$ cat config.mk
export PLATFORM = sky130hd
export DESIGN_NAME = pc_gen_flat
export DESIGN_NICKNAME = d
export VERILOG_FILES = /design/src/rtl/pc_gen_pkg.sv /design/src/rtl/pc_gen_if.sv /design/src/rtl/pc_gen_target_sel.sv /design/src/rtl/pc_gen.sv /design/src/flat_wrapper.sv
export SDC_FILE = /design/constraint.sdc
export NUM_CORES = 1
export LEC_CHECK = 0
export ABC_CLOCK_PERIOD_IN_PS = 2800
export CORE_UTILIZATION = 45
export CTS_BUF_LIST = sky130_fd_sc_hd__clkbuf_8
export DETAILED_ROUTE_END_ITERATION = 8
export PLACE_DENSITY = 0.8
export RECOVER_POWER = 25
export SLEW_MARGIN = 15
export SYNTH_ARGS = -nofsm -noshare
export SYNTH_HDL_FRONTEND = slang
export SYNTH_SLANG_ARGS = --single-unit
export TNS_END_PERCENT = 5
$ cat constraint.sdc
create_clock -name clk -period 2.8 [get_ports clk]
set_input_delay 0.56 -clock clk [delete_from_list [all_inputs] [get_ports clk]]
set_output_delay 0.56 -clock clk [all_outputs]
set_load 0.01 [all_outputs]
$ cat src/rtl/pc_gen_pkg.sv
// Shared definitions for the fetch program-counter generator.
// Covers default widths and vectors, plus the controller state encoding.
package pc_gen_pkg;

  localparam int          PCG_XLEN     = 32;
  localparam logic [31:0] PCG_RESET_PC = 32'h0000_0000;
  localparam logic [31:0] PCG_TRAP_VEC = 32'h0000_0100;

  typedef enum logic [1:0] {
    PCG_BOOT = 2'd0,
    PCG_RUN  = 2'd1,
    PCG_HALT = 2'd2
  } pcg_state_e;

endpackage

$ cat src/rtl/pc_gen_if.sv
// Instruction-fetch request channel between the PC generator and the instruction memory.
interface pc_gen_if
  import pc_gen_pkg::*;
#(
  parameter int XLEN = PCG_XLEN
);

  logic            if_valid;
  logic            if_ready;
  logic [XLEN-1:0] if_pc;

  modport master (output if_valid, output if_pc, input if_ready);
  modport slave  (input if_valid, input if_pc, output if_ready);

endinterface

$ cat src/rtl/pc_gen_target_sel.sv
// Redirect target selection: computes the branch, jalr and trap targets and applies priority.
// A misaligned branch or jalr target is replaced by the trap vector.
module pc_target_sel
  import pc_gen_pkg::*;
#(
  parameter int              XLEN       = PCG_XLEN,
  parameter logic [XLEN-1:0] TRAP_VEC   = XLEN'(PCG_TRAP_VEC),
  parameter int              ALIGN_BITS = 2
) (
  input  logic            br_taken,
  input  logic [XLEN-1:0] br_pc,
  input  logic [XLEN-1:0] imm,
  input  logic            jalr_taken,
  input  logic [XLEN-1:0] jalr_base,
  input  logic            trap_taken,
  input  logic [XLEN-1:0] trap_pc,
  output logic            redirect,
  output logic [XLEN-1:0] target,
  output logic            misalign
);

  logic [XLEN-1:0] br_tgt_s;
  logic [XLEN-1:0] jalr_tgt_s;
  logic [XLEN-1:0] sel_tgt_s;
  logic            check_align_s;
  logic            bad_align_s;

  assign br_tgt_s   = br_pc + imm;
  assign jalr_tgt_s = (jalr_base + imm) & ~{{(XLEN-1){1'b0}}, 1'b1};

  // Priority mux; only branch and jalr targets are subject to the alignment check.
  always_comb begin
    sel_tgt_s     = br_tgt_s;
    check_align_s = 1'b0;
    if (trap_taken) begin
      sel_tgt_s     = trap_pc;
      check_align_s = 1'b0;
    end else if (jalr_taken) begin
      sel_tgt_s     = jalr_tgt_s;
      check_align_s = 1'b1;
    end else if (br_taken) begin
      sel_tgt_s     = br_tgt_s;
      check_align_s = 1'b1;
    end else begin
      sel_tgt_s     = br_tgt_s;
      check_align_s = 1'b0;
    end
  end

  assign bad_align_s = check_align_s && (|sel_tgt_s[ALIGN_BITS-1:0]);
  assign redirect    = trap_taken | jalr_taken | br_taken;
  assign target      = bad_align_s ? TRAP_VEC : sel_tgt_s;
  assign misalign    = bad_align_s;

endmodule

$ cat src/rtl/pc_gen.sv
// Fetch program-counter generator: owns the architectural PC and drives the fetch request.
// if_valid and if_pc come only from registers, so they never depend on if_ready.
module pc_gen
  import pc_gen_pkg::*;
#(
  parameter int              XLEN       = PCG_XLEN,
  parameter logic [XLEN-1:0] RESET_PC   = XLEN'(PCG_RESET_PC),
  parameter logic [XLEN-1:0] TRAP_VEC   = XLEN'(PCG_TRAP_VEC),
  parameter int              STEP       = 4,
  parameter int              ALIGN_BITS = 2
) (
  input  logic            clk,
  input  logic            rst,
  input  logic            halt,
  input  logic            br_taken,
  input  logic [XLEN-1:0] br_pc,
  input  logic [XLEN-1:0] imm,
  input  logic            jalr_taken,
  input  logic [XLEN-1:0] jalr_base,
  input  logic            trap_taken,
  input  logic [XLEN-1:0] trap_pc,
  pc_gen_if.master        fetch,
  output logic            misalign,
  output logic            halted
);

  pcg_state_e      state_r;
  pcg_state_e      next_state_s;
  logic [XLEN-1:0] pc_r;
  logic [XLEN-1:0] pc_next_s;
  logic            misalign_r;
  logic            redirect_s;
  logic [XLEN-1:0] target_s;
  logic            target_bad_s;

  pc_target_sel #(
    .XLEN      (XLEN),
    .TRAP_VEC  (TRAP_VEC),
    .ALIGN_BITS(ALIGN_BITS)
  ) u_target_sel (
    .br_taken  (br_taken),
    .br_pc     (br_pc),
    .imm       (imm),
    .jalr_taken(jalr_taken),
    .jalr_base (jalr_base),
    .trap_taken(trap_taken),
    .trap_pc   (trap_pc),
    .redirect  (redirect_s),
    .target    (target_s),
    .misalign  (target_bad_s)
  );

  // State, PC and misalign-pulse registers.
  always_ff @(posedge clk) begin
    if (rst) begin
      state_r    <= PCG_BOOT;
      pc_r       <= RESET_PC;
      misalign_r <= 1'b0;
    end else begin
      state_r    <= next_state_s;
      pc_r       <= pc_next_s;
      misalign_r <= target_bad_s;
    end
  end

  // Next state; a redirect in RUN postpones entry into HALT by a cycle.
  always_comb begin
    next_state_s = state_r;
    case (state_r)
      PCG_BOOT: next_state_s = PCG_RUN;
      PCG_RUN: begin
        if (halt && !redirect_s) begin
          next_state_s = PCG_HALT;
        end else begin
          next_state_s = PCG_RUN;
        end
      end
      PCG_HALT: begin
        if (halt) begin
          next_state_s = PCG_HALT;
        end else begin
          next_state_s = PCG_RUN;
        end
      end
      default: next_state_s = PCG_BOOT;
    endcase
  end

  // Next PC: redirect wins over an accepted fetch; otherwise hold.
  always_comb begin
    pc_next_s = pc_r;
    if (redirect_s) begin
      pc_next_s = target_s;
    end else if ((state_r == PCG_RUN) && fetch.if_ready) begin
      pc_next_s = pc_r + XLEN'(STEP);
    end else begin
      pc_next_s = pc_r;
    end
  end

  assign fetch.if_valid = (state_r == PCG_RUN);
  assign fetch.if_pc    = pc_r;
  assign halted         = (state_r == PCG_HALT);
  assign misalign       = misalign_r;

endmodule

$ cat src/flat_wrapper.sv
// flat-port wrapper written by rule: the top's interface ports become plain ports
module pc_gen_flat import pc_gen_pkg::*;
#(
  parameter int              XLEN       = PCG_XLEN,
  parameter logic [XLEN-1:0] RESET_PC   = XLEN'(PCG_RESET_PC),
  parameter logic [XLEN-1:0] TRAP_VEC   = XLEN'(PCG_TRAP_VEC),
  parameter int              STEP       = 4,
  parameter int              ALIGN_BITS = 2
)
  (clk, rst, halt, br_taken, br_pc, imm, jalr_taken, jalr_base, trap_taken, trap_pc, misalign, halted, fetch_if_valid, fetch_if_pc, fetch_if_ready);
  pc_gen_if #(.XLEN(XLEN)) fetch_i ();
  input  logic clk;
  input  logic rst;
  input  logic halt;
  input  logic br_taken;
  input  logic [XLEN-1:0] br_pc;
  input  logic [XLEN-1:0] imm;
  input  logic jalr_taken;
  input  logic [XLEN-1:0] jalr_base;
  input  logic trap_taken;
  input  logic [XLEN-1:0] trap_pc;
  output logic misalign;
  output logic halted;
  output wire logic [$bits(fetch_i.if_valid)-1:0] fetch_if_valid;
  output wire logic [$bits(fetch_i.if_pc)-1:0] fetch_if_pc;
  input wire logic [$bits(fetch_i.if_ready)-1:0] fetch_if_ready;
  assign fetch_if_valid = fetch_i.if_valid;
  assign fetch_if_pc = fetch_i.if_pc;
  assign fetch_i.if_ready = fetch_if_ready;
  pc_gen #(.XLEN(XLEN), .RESET_PC(RESET_PC), .TRAP_VEC(TRAP_VEC), .STEP(STEP), .ALIGN_BITS(ALIGN_BITS)) u_core (.clk(clk), .rst(rst), .halt(halt), .br_taken(br_taken), .br_pc(br_pc), .imm(imm), .jalr_taken(jalr_taken), .jalr_base(jalr_base), .trap_taken(trap_taken), .trap_pc(trap_pc), .fetch(fetch_i), .misalign(misalign), .halted(halted));
endmodule
After elaboration in Yosys (flattened, before gate mapping)
Cells that the tools add are included.
{"block": "classes", "n_addsub": 3, "n_eq_ne": 2, "n_mux": 11, "bitwise": 2, "reduce_logical": 7}
{"operator": "32-bit 2-to-1 mux", "count": 5}
{"operator": "32-bit adder", "count": 2}
{"operator": "32-bit by 3-bit adder with 32-bit output, second input constant", "count": 1}
{"operator": "2-bit one-hot mux with 3 select lines", "count": 1}
{"operator": "2-bit 2-to-1 mux", "count": 2}
{"operator": "1-bit logical AND", "count": 3}
{"operator": "1-bit 2-to-1 mux", "count": 3}
{"operator": "2-bit by 1-bit == test with 1-bit output, second input constant", "count": 1}
{"operator": "2-bit == test, second input constant", "count": 1}
{"operator": "2-bit zero test", "count": 1}
{"operator": "1-bit OR", "count": 2}
{"operator": "2-bit nonzero test", "count": 1}
{"operator": "2-bit OR reduction", "count": 1}
{"operator": "1-bit zero test", "count": 1}
{"block": "word_totals", "register_bits": 35, "output_inout_bits": 35, "word_cells": 28}

Logic depth before layout (Yosys ltp)
{"block": "depth", "ltp_word": 7, "mapped_depth": 13}

By module
A second synthesis with hierarchy kept.
{"block": "hier_totals", "cells_unflattened": 807, "hier_area_um2": 5911.9}
{"mod": "pc_target_sel", "n_inst": 1, "cells_per_inst": 567, "area_per_inst_um2": 3945.0}
{"mod": "pc_gen", "n_inst": 1, "cells_per_inst": 240, "area_per_inst_um2": 1966.9}

Worst setup path after synthesis
Ideal clock, no wire load.
{"block": "synth_path", "kind": "input port to flip-flop", "start": "input br_pc[0]", "end": "register u_core.pc_r[30], in the netlist u_core.fetch.if_pc[30]", "setup_ps": 134, "arrival_time_ps": 2653, "required_ps": 2666, "slack_ps": 13, "cell_stages": 12, "cell_sequence": "ha_1 inv_1 fa_1 nand2b_1 a21oi_1 o211ai_2 a211oi_4 a21oi_2 o31ai_4 a221oi_1 mux2i_1 o311ai_1"}
{"block": "synth_via", "elab_chain_len": 7}
{"element": "start: declaration", "line": "flat_wrapper.sv:16", "text": "input logic [XLEN-1:0] br_pc;"}
{"element": "32-bit adder (*)", "line": "pc_gen_target_sel.sv:28", "text": "assign br_tgt_s = br_pc + imm;"}
{"element": "32-bit 2-to-1 mux (*)", "line": "pc_gen_target_sel.sv:38", "text": "end else if (jalr_taken) begin"}
{"element": "32-bit 2-to-1 mux (*)", "line": "pc_gen_target_sel.sv:35", "text": "if (trap_taken) begin"}
{"element": "2-bit OR reduction", "line": "pc_gen_target_sel.sv:50", "text": "assign bad_align_s = check_align_s && (|sel_tgt_s[ALIGN_BITS-1:0]);"}
{"element": "1-bit logical AND", "line": "pc_gen_target_sel.sv:50"}
{"element": "32-bit 2-to-1 mux (*)", "line": "pc_gen_target_sel.sv:52", "text": "assign target = bad_align_s ? TRAP_VEC : sel_tgt_s;"}
{"element": "32-bit 2-to-1 mux (*)", "line": "pc_gen.sv:92", "text": "if (redirect_s) begin"}
{"element": "end signal: assignment", "line": "pc_gen.sv:61", "text": "pc_r <= pc_next_s;"}
{"element": "end: declaration", "line": "pc_gen.sv:29", "text": "logic [XLEN-1:0] pc_r;"}
Mark *: on every way between the ends. The rest lies on a longest branch, timed or not.
A chain may end at the register's enable or synchronous reset.

Final worst setup path
{"block": "layout_path", "start": "input imm[1]", "end": "register u_core.pc_r[17], in the netlist u_core.fetch.if_pc[17]"}
{"block": "layout_via", "elab_chain_len": 7, "elab_cells_between_ends": 8}
{"element": "start: declaration", "line": "flat_wrapper.sv:17", "text": "input logic [XLEN-1:0] imm;"}
{"element": "32-bit adder, on equally long branches", "line": "pc_gen_target_sel.sv:28, pc_gen_target_sel.sv:29"}
{"element": "32-bit 2-to-1 mux (*)", "line": "pc_gen_target_sel.sv:38"}
{"element": "32-bit 2-to-1 mux (*)", "line": "pc_gen_target_sel.sv:35"}
{"element": "2-bit OR reduction", "line": "pc_gen_target_sel.sv:50"}
{"element": "1-bit logical AND", "line": "pc_gen_target_sel.sv:50"}
{"element": "32-bit 2-to-1 mux (*)", "line": "pc_gen_target_sel.sv:52"}
{"element": "32-bit 2-to-1 mux (*)", "line": "pc_gen.sv:92"}
Marks and branches as above.

==> impl_results.md <==
- Run status: finished with violations
- Violated checks: negative setup slack
- Start point of the worst min-delay path: u_core.fetch.if_pc[0]
- Final instance area: 0.0103 mm^2
- Clock Pin Slew Worst Setup and Hold Paths: 80 ps
- Clock Sink Count: 35
- Worst-path maximum fanout: 2
- I/O pin total: 170
- Worst-Margin Slew: 586 ps
- Largest buffer count on any clock path: 2
- # H-tree levels: 2
- Hpwl dp: 19.4 mm
- Top flip-flop cell by instance count after synthesis: sky130_fd_sc_hd__dfxtp_1
- XOR/XNOR share of the synthesized area: 0.113
- Internal Dissipation: 1.96 mW
- Last weighted congestion value of the routability-driven placer: 1.03
- Synth Instances: 790
- Switching Share: 0.421
- Count of max-cap constraint violations: 0
- Via/cell ratio: 6.65
- Overall die area: 0.0132 mm^2
- Number of placed instances with taps included: 1298
- Root buffer cell: sky130_fd_sc_hd__clkbuf_8
- Switching power total: 1.43 mW
- Number of buffers inserted during clock tree synthesis: 5
- Post-synth EDFFs: 0
- Remaining antenna violation count after routing: 0
- Highest clock rate: 322 MHz
- Final hold violation count: 0
- Sequential group share of total power: 0.182
- Post-Synthesis Mean Instance Area: 7.29 um^2
- Synthesized Nets: 989
- Startpoint types: primary input
- IR Drop Worst-Case VDD: 0.196 mV
- Total global routing track utilization: 0.379
- Number of max-slew violations in the final report: 0
- Core Util, Final: 0.840
- Layer carrying the most global-route usage: met2
- Period utilisation layout: 1.11
- Met3 demand-to-capacity share in global routing: 0.0596
- Max_slew headroom: 0.609
- Fraction of registers with async set or reset after synthesis: 0
- Count of state elements after synthesis: 35
- Core region area: 0.0123 mm^2
- Total power of the final layout: 3.39 mW
- Number of standard cells in the final layout excluding fillers: 1326
- Post-synthesis simple-gate area fraction: 0.236
- Count of different cell masters after synthesis: 85
- Number of violations reported at the end of detailed-routing iteration 0: 1396
- Placed cell area: 0.00903 mm^2
- Initial standard-cell utilization of the core: 0.469
- Warnings from Yosys: 0
- Number of design rule violations left after detail routing: 0
- Proportion of power drawn by the clock network: 0.144
- Time the final worst path needs with I/O delays and setup: 3110 ps
- TritonCTS clock tree: built
- Count of antenna diodes in the layout: 0
- Met1 GRT Util: 0.481
- Final critical-path setup slack: -310 ps
- Reg-to-reg startpoint: u_core.fetch.if_pc[12]
- Leakage dissipation: 4.53 nW
- Power density over cell area: 329 mW/mm^2
- DR WL/cell: 23.3 um
- Critical path required time: 3020 ps
- Pin count of the biggest net entering global routing: 26
- Crit path launch: imm[1]
- Fraction of layout cells with a size suffix above 1: 0.313
- Setup Crit Path Kind: in2reg
- I/O Buffers: 169
- Die Span Y: 115 um
- Main combinational cell family by area after synthesis: compound AO/OA/AOI/OAI gates
- P&R area growth vs syn: 78.9%
- Standard-cell row count: 40
- Filler Cells Inserted: 672
- Final net count: 1356
- Setup violation total in the final timing report: 22
- Sequential area share after synthesis: 0.122
- Fraction of the mapped netlist area in compound gates: 0.340
- Worst Setup End Kind: register
- Vias after detailed routing: 8812
- Skew final: 9.65 ps
- Arr. time, crit path: 3330 ps
- RSZ-0062 raised after global routing: true
- Number of global-route vias before repair: 7970
- Antenna violations before repair: 0
- Total iterations of the first detailed-routing run: 6
- Clock latency on the worst-skew pair: 300 ps
- GR Layer Usage met2: 0.652
- First-pass GRT wire length: 39.8 mm
- Arithmetic-cell share of the synthesized area counting full adders, half adders and majority gates: 0.142
- Worst hold path type: reg2reg
- Multiplexer share of the synthesized area: 0.0122
- Overall overflow remaining after global route: 0
- Horizontal die dimension: 115 um
- Final WL: 30.9 mm
- Combinational share of power: 0.675
- Post-Syn Area: 0.00576 mm^2
[stage by stage]
stage | hold WS, ps | setup WS, ps | setup TNS [ps]
floorplan | 465 | 13.4 | 0
global route | 545 | -317 | -3290
CTS | 520 | -30.4 | -80.6
global placement | 478 | -609 | -10910
detailed placement | 505 | -673 | -12370
finish | 517 | -310 | -2070
[synthesized netlist by cell type, drive strengths merged (11+ instances only)]
cell	n	area, um^2
inv	21	78.8
and3	13	86.3
o211ai	11	92.6
nor2b	12	82.6
a31oi	11	83.8
xor2	31	272
dfxtp	35	701
a21oi	87	465
nor3	17	90.1
nand4	17	113
xnor2	43	377
a21o	18	135
nor2	71	267
o21a	11	83.8
nand3	28	140
nand2	72	273
a211oi	13	128
ha	62	776
o21ai	55	283
clkbuf	20	75.1
o22ai	14	87.6
[power by group through the flow]
stage / Combinational [mW] / Clock [mW] / Sequential (mW)
global placement: 1.79 / 0 / 0.622
detailed placement: 1.82 / 0 / 0.625
floorplan: 0.890 / 0 / 0.633
finish: 2.29 / 0.488 / 0.615
CTS: 1.92 / 0.485 / 0.613
global route: 2.37 / 0.505 / 0.622
[cell families (layout without fill, tap and decap cells)]
logic type	Yosys count	count (layout)
AOI/OAI and AO/OA	286	286
xor gates and xnor gates	74	74
adders and majority gates	64	64
buffers and inverters	50	418
DFF	35	35
muxes	7	7
and+or+nand+nor	274	274
[metal layers]
layer / vias to the layer above / share of wire
li1: 3704 / -
met5: - / 0
met3: 253 / 0.12
met1: 4032 / 0.36
met2: 823 / 0.45
met4: 0 / 0.073
[flip-flops by register name, summed over array words and instances (netlist names)]
signal	count
u_core.state_r	2
u_core.misalign	1
u_core.fetch.if_pc	32
[area by class of cell]
type / count / area [um^2] / share of cell area
Clock buffer: 6 / 82.6 / 0.00802
Clock inverter: 2 / 35.0 / 0.00340
Inverter: 22 / 82.6 / 0.00802
Multi-Input combinational cell: 705 / 5780 / 0.561
Sequential cell: 35 / 701 / 0.0680
Tap cell: 168 / 210 / 0.0204
Timing Repair Buffer: 388 / 3410 / 0.331
[critical path, cell delays in order]
cell	delay (ps)
sky130_fd_sc_hd__dlygate4sd2_1	270
sky130_fd_sc_hd__buf_4	160
sky130_fd_sc_hd__ha_4	280
sky130_fd_sc_hd__a211oi_4	70
sky130_fd_sc_hd__o211ai_2	360
sky130_fd_sc_hd__a31oi_4	180
sky130_fd_sc_hd__buf_4	180
sky130_fd_sc_hd__buf_4	130
sky130_fd_sc_hd__a21oi_2	190
sky130_fd_sc_hd__nor3b_1	330
sky130_fd_sc_hd__nor2_1	100
sky130_fd_sc_hd__xnor2_1	240
sky130_fd_sc_hd__o22ai_1	140
sky130_fd_sc_hd__o22ai_1	140
[worst paths after layout]
| kind | endpoint | cells after the start | slack (ps) |
|---|---|---|---|
| max | u_core.fetch.if_pc[17] | 14 | -310 |
| min reg2reg | u_core.fetch.if_pc[0] | 2 | 520 |
| max reg2reg | u_core.fetch.if_pc[25] | 8 | 590 |
| min | u_core.fetch.if_pc[0] | 2 | 520 |
[what timing repair did]
| action | 4_1_cts | 5_1_grt |
|---|---|---|
| gates resized for setup | 81 | 128 |
| setup endpoints to repair | 23 | 24 |
| setup buffers | 8 | 13 |
| hold buffers | 0 | 0 |
| pin swaps | 46 | 66 |
[layout by cell type (no fill, tap or decap), drive strengths merged, types with 17 or more instances in the layout]
| master | synthesis | final |
|---|---|---|
| a21o | 18 | 18 |
| a21oi | 87 | 87 |
| buf | 8 | 218 |
| clkdlybuf4s50 | 0 | 96 |
| dfxtp | 35 | 35 |
| dlymetal6s2s | 0 | 42 |
| ha | 62 | 62 |
| inv | 21 | 21 |
| nand2 | 72 | 72 |
| nand3 | 28 | 28 |
| nand4 | 17 | 17 |
| nor2 | 71 | 71 |
| nor3 | 17 | 17 |
| o21ai | 55 | 55 |
| xnor2 | 43 | 43 |
| xor2 | 31 | 31 |
Note: power is estimated with default switching activity, not from simulation.
